File: src/rtl/rom_arbiter_pkg.sv
// Shared definitions for the ROM arbiter: FSM state encoding, chip-enable levels,
// bus widths and the block's active-low reset level.
package rom_arbiter_pkg;

  localparam int RomAddrBus = 17;
  localparam int InstBus    = 32;

  localparam logic ChipEnable  = 1'b1;
  localparam logic ChipDisable = 1'b0;
  localparam logic RstEnableN  = 1'b0;

  localparam logic [InstBus-1:0] ZeroWord = '0;

  typedef enum logic [1:0] {
    ArbIdle  = 2'd0,
    ArbIssue = 2'd1,
    ArbResp  = 2'd2
  } arb_state_e;

endpackage

File: src/rtl/rom_arb_pick.sv
// Winner select for a fresh grant out of IDLE. ROM_ARB_RR_EN selects round-robin
// on contention; otherwise port 0 always wins contention.
module rom_arb_pick (
  input  logic req0,
  input  logic req1,
  input  logic last,
  output logic any,
  output logic win
);

  assign any = req0 | req1;

`ifdef ROM_ARB_RR_EN
  // On contention give the port that was not granted most recently.
  assign win = (req0 && req1) ? ~last : req1;
`else
  logic unused_last;
  assign unused_last = last;
  assign win = ~req0;
`endif

endmodule

File: src/rtl/rom_arbiter.sv
// Two-port arbiter/sequencer in front of the single-ported instruction ROM driver.
// Optional round-robin contention policy is enabled with ROM_ARB_RR_EN.
module rom_arbiter
  import rom_arbiter_pkg::*;
#(
  parameter int ADDR_W = RomAddrBus,
  parameter int DATA_W = InstBus
) (
  input  logic              clk,
  input  logic              rst,
  input  logic              m0_req,
  input  logic [ADDR_W-1:0] m0_addr,
  output logic [DATA_W-1:0] m0_rdata,
  output logic              m0_ack,
  input  logic              m1_req,
  input  logic [ADDR_W-1:0] m1_addr,
  output logic [DATA_W-1:0] m1_rdata,
  output logic              m1_ack,
  output logic              rom_ce,
  output logic [ADDR_W-1:0] rom_addr,
  input  logic [DATA_W-1:0] rom_inst,
  input  logic              rom_ack
);

  arb_state_e        state, state_n;
  logic              grant, grant_n;
  logic              last, last_n;
  logic [ADDR_W-1:0] addr, addr_n;
  logic              pick_any, pick_win;
  logic              other_req;

  rom_arb_pick u_pick (
    .req0 (m0_req),
    .req1 (m1_req),
    .last (last),
    .any  (pick_any),
    .win  (pick_win)
  );

  assign other_req = grant ? m0_req : m1_req;

  always_ff @(posedge clk) begin
    if (rst == RstEnableN) begin
      state <= ArbIdle;
      grant <= 1'b0;
      last  <= 1'b1;
      addr  <= '0;
    end else begin
      state <= state_n;
      grant <= grant_n;
      last  <= last_n;
      addr  <= addr_n;
    end
  end

  always_comb begin
    state_n = state;
    grant_n = grant;
    last_n  = last;
    addr_n  = addr;
    m0_ack  = 1'b0;
    m1_ack  = 1'b0;
    case (state)
      ArbIdle: begin
        if (pick_any) begin
          grant_n = pick_win;
          last_n  = pick_win;
          addr_n  = pick_win ? m1_addr : m0_addr;
          state_n = ArbIssue;
        end
      end
      ArbIssue: state_n = ArbResp;
      ArbResp: begin
        if (rom_ack) begin
          m0_ack = ~grant;
          m1_ack = grant;
          // The just-served port is masked; only the other port can take over directly.
          if (other_req) begin
            grant_n = ~grant;
            last_n  = ~grant;
            addr_n  = grant ? m0_addr : m1_addr;
            state_n = ArbIssue;
          end else begin
            state_n = ArbIdle;
          end
        end
      end
      default: state_n = ArbIdle;
    endcase
  end

  assign rom_ce   = (state != ArbIdle) ? ChipEnable : ChipDisable;
  assign rom_addr = addr;
  assign m0_rdata = m0_ack ? rom_inst : '0;
  assign m1_rdata = m1_ack ? rom_inst : '0;

endmodule

File: config.mk
export PLATFORM = sky130hd
export DESIGN_NAME = rom_arbiter
export DESIGN_NICKNAME = d
export VERILOG_FILES = /design/src/rtl/rom_arbiter_pkg.sv /design/src/rtl/rom_arb_pick.sv /design/src/rtl/rom_arbiter.sv
export SDC_FILE = /design/constraint.sdc
export NUM_CORES = 1
export LEC_CHECK = 0
export ABC_CLOCK_PERIOD_IN_PS = 1600
export BUFFER_PORTS_ARGS = -buffer_cell sky130_fd_sc_hd__buf_2
export CAP_MARGIN = 20
export CORE_UTILIZATION = 37
export CTS_BUF_LIST = sky130_fd_sc_hd__clkbuf_4
export DETAILED_ROUTE_END_ITERATION = 10
export PLACE_DENSITY = 0.85
export SLEW_MARGIN = 10
export SYNTH_ARGS = -nofsm -noshare
export SYNTH_HDL_FRONTEND = slang
export SYNTH_HIERARCHICAL = 1
export SYNTH_SLANG_ARGS = --single-unit
export TNS_END_PERCENT = 5
File: constraint.sdc
create_clock -name clk -period 1.6 [get_ports clk]
set_input_delay 0.32 -clock clk [delete_from_list [all_inputs] [get_ports clk]]
set_output_delay 0.32 -clock clk [all_outputs]
set_load 0.005 [all_outputs]
==> impl_metrics.csv, run 1 <==
group,metric,value,unit
sta,worst_slack,-0.248,ns
synthesis,synth-warning-count,6,
place,post-dp-hpwl,4810,um
routing,drt-total-wl,7410,um
worst_setup_path,critPathRequiredTime,1.28,ns
layout,synthToLayoutAreaGrowth,61.6,%
synthesis,syn_nets,344,
layout,fillers,466,
sta,fin_crit,1.85,ns
worst_setup_path,start_kind,"register",
worst_setup_path,crit_type,"reg -> out",
clocking,clkTransAtPathRegs,0.13,ns
layout,regArea,404,um2
sta,setup_viol,67,
sta,tns,-13.58,ns
hold_path,worst_hold_startpoint,"rom_ack",
hold_path,min_to,"state[1]$_SDFFE_PN0P_",
sta,hold_ws,0.343,ns
worst_setup_path,reg2reg_from,"state[1]$_SDFFE_PN0P_",
synthesis,syn_avg_cell_area,7.15,um2
global_routing,grt_max_degree,37,
synthesis,synthCells,273,
floorplan,num_rows,26,
routing,drt_iter0_drc,166,
floorplan,ios,155,
layout,antenna_cells,0,
worst_setup_path,worstPathMaxFanout,8,
floorplan,fp.coreArea,0.00511,mm2
layout,drive_gt1_share,50.0,%
global_routing,grt_pass1_wl,9310,um
worst_setup_path,arrival,1.53,ns
clocking,worstSkewPairLatency,0.31,ns
floorplan,floorplan.initialDensity,38.2,%
worst_setup_path,crit_path_end_kind,"primary output",
floorplan,die_area,0.00557,mm2
hold_path,holdPathStages,4,
sta,tightest_slew,0.336,ns
power,p_leak,1.83,nW
routing,drc_errors,0,
layout,fin_nets,490,
power,power_density,599,mW/mm2
place,place.gp.congestion,0.825,
sta,finalClockSkew,0.0185,ns
clocking,cts-buffers-inserted,3,
routing,drt_first_pass_iters,5,
sta,slew_viol_final,0,
place,io_buffers,154,
routing,wl_per_cell,15.2,um
sta,fmax,541,MHz
worst_setup_path,ff2ff_setup_slack,0.02,ns
run_status,status,"finished, violations left",
clocking,cts.path.max_buffers,2,
routing,vias,2579,
global_routing,grt-ovfl-total,0,
routing,ant_nets,0,
layout,multi_input_area,0.00145,mm2
hold_path,hold_path.class,"in -> reg",
routing,vias_per_cell,5.28,
global_routing,grt_usage,21.4,%
run,cap_violations,0,
sta,hold_viol,0,
global_routing,grt_antenna_before_repair,0,
worst_setup_path,reg2regPathDepth,7,
global_routing,grt_pass1_vias,2081,
worst_setup_path,r2r-end,"rom_addr[14]$_SDFFE_PN0P_",
clocking,clock-sinks,20,
power,ir_drop,0.000326,V
clocking,cts_root_buffer,"clkbuf_4",
sta,timing.final.crit_share,116,%
clocking,cts_tree,"yes",
floorplan,die_w,74.6,um
synthesis,syn_area,0.00195,mm2
floorplan,die_y,74.6,um
sta,slew_headroom,77.6,%
run_status,violations,"setup timing",
sta,rsz0062_at_grt,"true",
clocking,htree_num_levels,1,
[flip-flops by register name, indices dropped and copies added, names as in the netlist]
signal,flops
rom_addr,17
state,2
grant,1
[routing by layer]
layer | GRT usage (%) | vias to the layer above | wire length [um]
met1 | 27.2 | 1221 | 3050
li1 | - | 1244 | -
met2 | 38.5 | 108 | 3790
met3 | 2.41 | 6 | 507
met4 | 5.03 | 0 | 51
met5 | 0 | - | 0
[report_power, final]
part	total (mW)	leakage (nW)	switching, mW	internal [mW]
Sequential	0.611	0.167	0.0419	0.569
Clock	0.419	0.0279	0.165	0.253
Combinational	0.859	1.63	0.418	0.441
[timing repair]
item                                    4_1_cts  5_1_grt
pin swaps                                     0       31
hold buffers                                  0        0
buffers inserted                              1        2
resized for setup                             5       49
endpoints found under the setup margin       66       82
cloned                                        0        3
[cell type report]
class                      count  area share, %
clock buffer                   3          0.714
clock inverter                 1          0.952
inverter                       2          0.238
multi-input combinational    219           46.0
sequential                    20           12.8
tap                           70           2.78
timing repair buffer         173           36.5
[through the flow]
step	instances	worst slack, ns	power [mW]	cell area, um2	utilization (%)
4_1_cts	483	-0.232	1.83	2870	56.2
5_1_grt	488	-0.301	2.01	3150	61.8
3_3_place_gp	478	0.0252	1.37	2800	54.8
2_1_floorplan	273	0.0250	1.08	1950	-
3_5_place_dp	478	-0.0109	1.39	2800	54.8
6_report	488	-0.248	1.89	3150	61.8
[cells in the final DEF, fill, tap and decap left out, types with 12 or more instances in the layout]
cell,count
nand2_1,34
and3_1,32
a21oi_1,35
o311a_1,17
buf_2,133
a211o_1,17
buf_6,27
and2_1,12
nand2b_1,35
dfxtp_1,17
and2_4,21
[worst max-delay path: stages, from the launching register on]
cell	delay (ns)
dfxtp_2	0.34
and3b_2	0.24
and2b_4	0.22
clkbuf_16	0.17
and2_4	0.15
buf_6	0.09
[worst max path at each step]
stage / startpoint / endpoint / slack (ns) / depth (start not counted)
global route: state[0]$_SDFFE_PN0P_ / m1_rdata[29] / -0.30 / 4
global placement: m1_req / rom_addr[4]$_SDFFE_PN0P_ / 0.03 / 7
floorplan: state[0]$_SDFFE_PN0P_ / m0_rdata[10] / 0.02 / 5
CTS: state[0]$_SDFFE_PN0P_ / m0_rdata[12] / -0.23 / 5
detailed placement: m1_req / rom_addr[6]$_SDFFE_PN0P_ / -0.01 / 7
finish: state[0]$_SDFFE_PN0P_ / m0_rdata[5] / -0.25 / 5
(Power assumes the default switching activity.)
==> inputs of run 2 (changes only) <==
ABC_CLOCK_PERIOD_IN_PS = 2300   (was 1600)
CORE_UTILIZATION = 45   (was 37)
PLACE_DENSITY = 0.95   (was 0.85)
clock period = 2.3 ns   (was 1.6 ns; I/O delays follow)
==> run 2 against run 1 <==
  * The flow now finishes without violations
  * Clock skew shrank 0.013 ns
  * Setup slack better by 0.34 ns
  * Core utilization up 4.5 points
  * Clock power down 58%
  * Die area down 17%
  * Via count down 5.5%
  * Count of clock-buffer cells in the layout stayed put
  * Non-clock buffer count is 12 lower
  * First-iteration DRC count down 36%
  * Combinational power fell by 42%
  * Critical path depth down 1
  * Critical endpoint is now m0_rdata[16]
==> impl_metrics.csv, run 2 (synthesis results as in run 1) <==
group,metric,value,unit
run_status,status,"finished, final reports clean",
worst_setup_path,cpMaxStageDelayCell,"dfxtp_1",
hold_path,hold_path.class,"in -> reg",
sta,fin_crit,2.21,ns
clocking,postCtsSetupRepairBufs,0,
layout,drive_gt1_share,42.1,%
place,post-dp-hpwl,4610,um
hold_path,holdPathStages,4,
sta,slew_viol_final,0,
place,placed_area,0.00268,mm2
clocking,clock-sinks,20,
hold_path,min_to,"state[1]$_SDFFE_PN0P_",
clocking,cts.path.max_buffers,2,
sta,timing.final.crit_share,96.0,%
global_routing,grt_max_degree,54,
floorplan,die_area,0.00460,mm2
sta,hold_viol,0,
worst_setup_path,path_cells,"and3b_1 > and2b_2 > and2_1 > buf_2",
clocking,htree_num_levels,1,
worst_setup_path,crit_path_end_kind,"primary output",
routing,wl_per_cell,13.9,um
floorplan,floorplan.initialDensity,47.8,%
routing,vias_per_cell,5.34,
layout,antenna_cells,0,
floorplan,num_rows,23,
worst_setup_path,critPathRequiredTime,1.84,ns
global_routing,grt_pass1_vias,2160,
worst_setup_path,reg2regPathDepth,3,
global_routing,grt_antenna_before_repair,0,
routing,ant_nets,0,
floorplan,ios,155,
layout,final_cells,456,
power,ir_drop,0.000302,V
place,io_buffers,154,
sta,rsz0062_at_grt,"false",
worst_setup_path,critical_path_buf_inv_count,1,
sta,setup_viol,0,
global_routing,grt_pass1_wl,9290,um
clocking,ctsHoldBuffers,0,
clocking,cts_tree,"yes",
global_routing,grt-ovfl-total,0,
power,power_density,404,mW/mm2
worst_setup_path,ff2ff_setup_slack,0.52,ns
hold_path,worst_hold_startpoint,"rom_ack",
clocking,cts-buffers-inserted,3,
layout,fin_nets,478,
worst_setup_path,reg2reg_from,"state[1]$_SDFFE_PN0P_",
worst_setup_path,cp_top_family,"simple AND/OR/NAND/NOR gates",
run,cap_violations,0,
worst_setup_path,start_kind,"register",
layout,stdcell_area,0.00271,mm2
worst_setup_path,r2r-end,"rom_addr[16]$_SDFFE_PN0P_",
layout,final_cell_mix,"154 x buf_2, 35 x nand2b_1, 35 x a21oi_1, 34 x nand2_1, 33 x and2_1",
layout,synthToLayoutAreaGrowth,38.8,%
routing,vias,2437,
routing,drt_first_pass_iters,4,
sta,slew_headroom,50.6,%
layout,largest_reg_flops,17,
worst_setup_path,arrival,1.75,ns
floorplan,fp.coreArea,0.00409,mm2
worst_setup_path,crit_type,"reg -> out",
worst_setup_path,worstPathMaxFanout,33,
clocking,clkTransAtPathRegs,0.12,ns
sta,tns,0,ns
sta,finalClockSkew,0.00523,ns
routing,drc_errors,0,
clocking,cts_root_buffer,"clkbuf_4",
power,p_leak,1.68,nW
global_routing,grt_usage,25.9,%
floorplan,die_w,67.9,um
clocking,worstSkewPairLatency,0.30,ns
place,place.gp.congestion,0.735,
layout,mostFrequentLayoutCell,"buf_2",
floorplan,die_y,67.9,um
place,dp.cells,452,
sta,tightest_slew,0.737,ns
routing,drt_iter0_drc,107,
worst_setup_path,critical_path.max_stage_delay,0.47,ns
sta,fmax,453,MHz
routing,drt-total-wl,6330,um
-- run 2: changes by cell type in the layout (fill, tap and decap cells not counted), sizes merged --
cell | previous run | this run
bufinv | 1 | 0
buf | 171 | 161
clkinv | 0 | 1
clkbuf | 5 | 3
-- run 2: worst max path at each step --
stage | slack, ns | startpoint | end | cells after the start
6_report | 0.09 | state[1]$_SDFFE_PN0P_ | m0_rdata[16] | 4
5_1_grt | 0.01 | state[1]$_SDFFE_PN0P_ | m0_rdata[0] | 4
3_5_place_dp | 0.18 | rom_ack | m0_rdata[15] | 5
2_1_floorplan | 0.56 | rom_ack | m0_rdata[10] | 5
3_3_place_gp | 0.26 | rom_ack | m0_rdata[0] | 5
4_1_cts | 0.11 | state[1]$_SDFFE_PN0P_ | m1_rdata[30] | 4
-- run 2: routing by layer --
metal	global-route usage [%]	part of all wire, %	up-vias
met2	48.4	52	95
met5	0	0	-
met3	4.33	7.1	4
li1	-	-	1217
met4	6.77	0.41	0
met1	30.1	41	1121
-- run 2: metrics by stage --
step	power [mW]	util (%)	setup WS (ns)	hold WS, ns
after floorplan	0.752	-	0.561	0.558
after global placement	0.906	65.5	0.261	0.565
after detailed placement	0.926	65.5	0.180	0.577
after CTS	1.09	66.2	0.113	0.502
after global routing	1.17	66.3	0.0129	0.523
final	1.10	66.3	0.0924	0.496
-- run 2: tightest hold or removal path: stages --
cell     delay [ns]
buf_2          0.09
nor2_1         0.03
mux2i_1        0.13
nor2_1         0.05
-- run 2: area by class of cell --
type,instances,area [um2]
multi-input cells,219,1380
well taps,50,62.6
clock buffers,3,22.5
repair buffers,161,827
clock inverters,1,3.75
inverters,2,7.51
fillers,364,1380
flip-flops and latches,20,402
-- run 2: power breakdown --
part           total (mW)  switching [mW]  leakage [nW]  internal, mW
Sequential          0.427          0.0316         0.166         0.395
Clock               0.174           0.111        0.0154        0.0630
Combinational       0.495           0.255          1.50         0.240
Total                1.10           0.397          1.68         0.698
-- run 2: repair_timing --
| action | in CTS | in global routing |
|---|---|---|
| endpoints found under the hold margin | 0 | 0 |
| setup endpoints to repair | 32 | 4 |
| gates resized for setup | 1 | 1 |
| cloned | 0 | 0 |
| pin swaps | 0 | 0 |
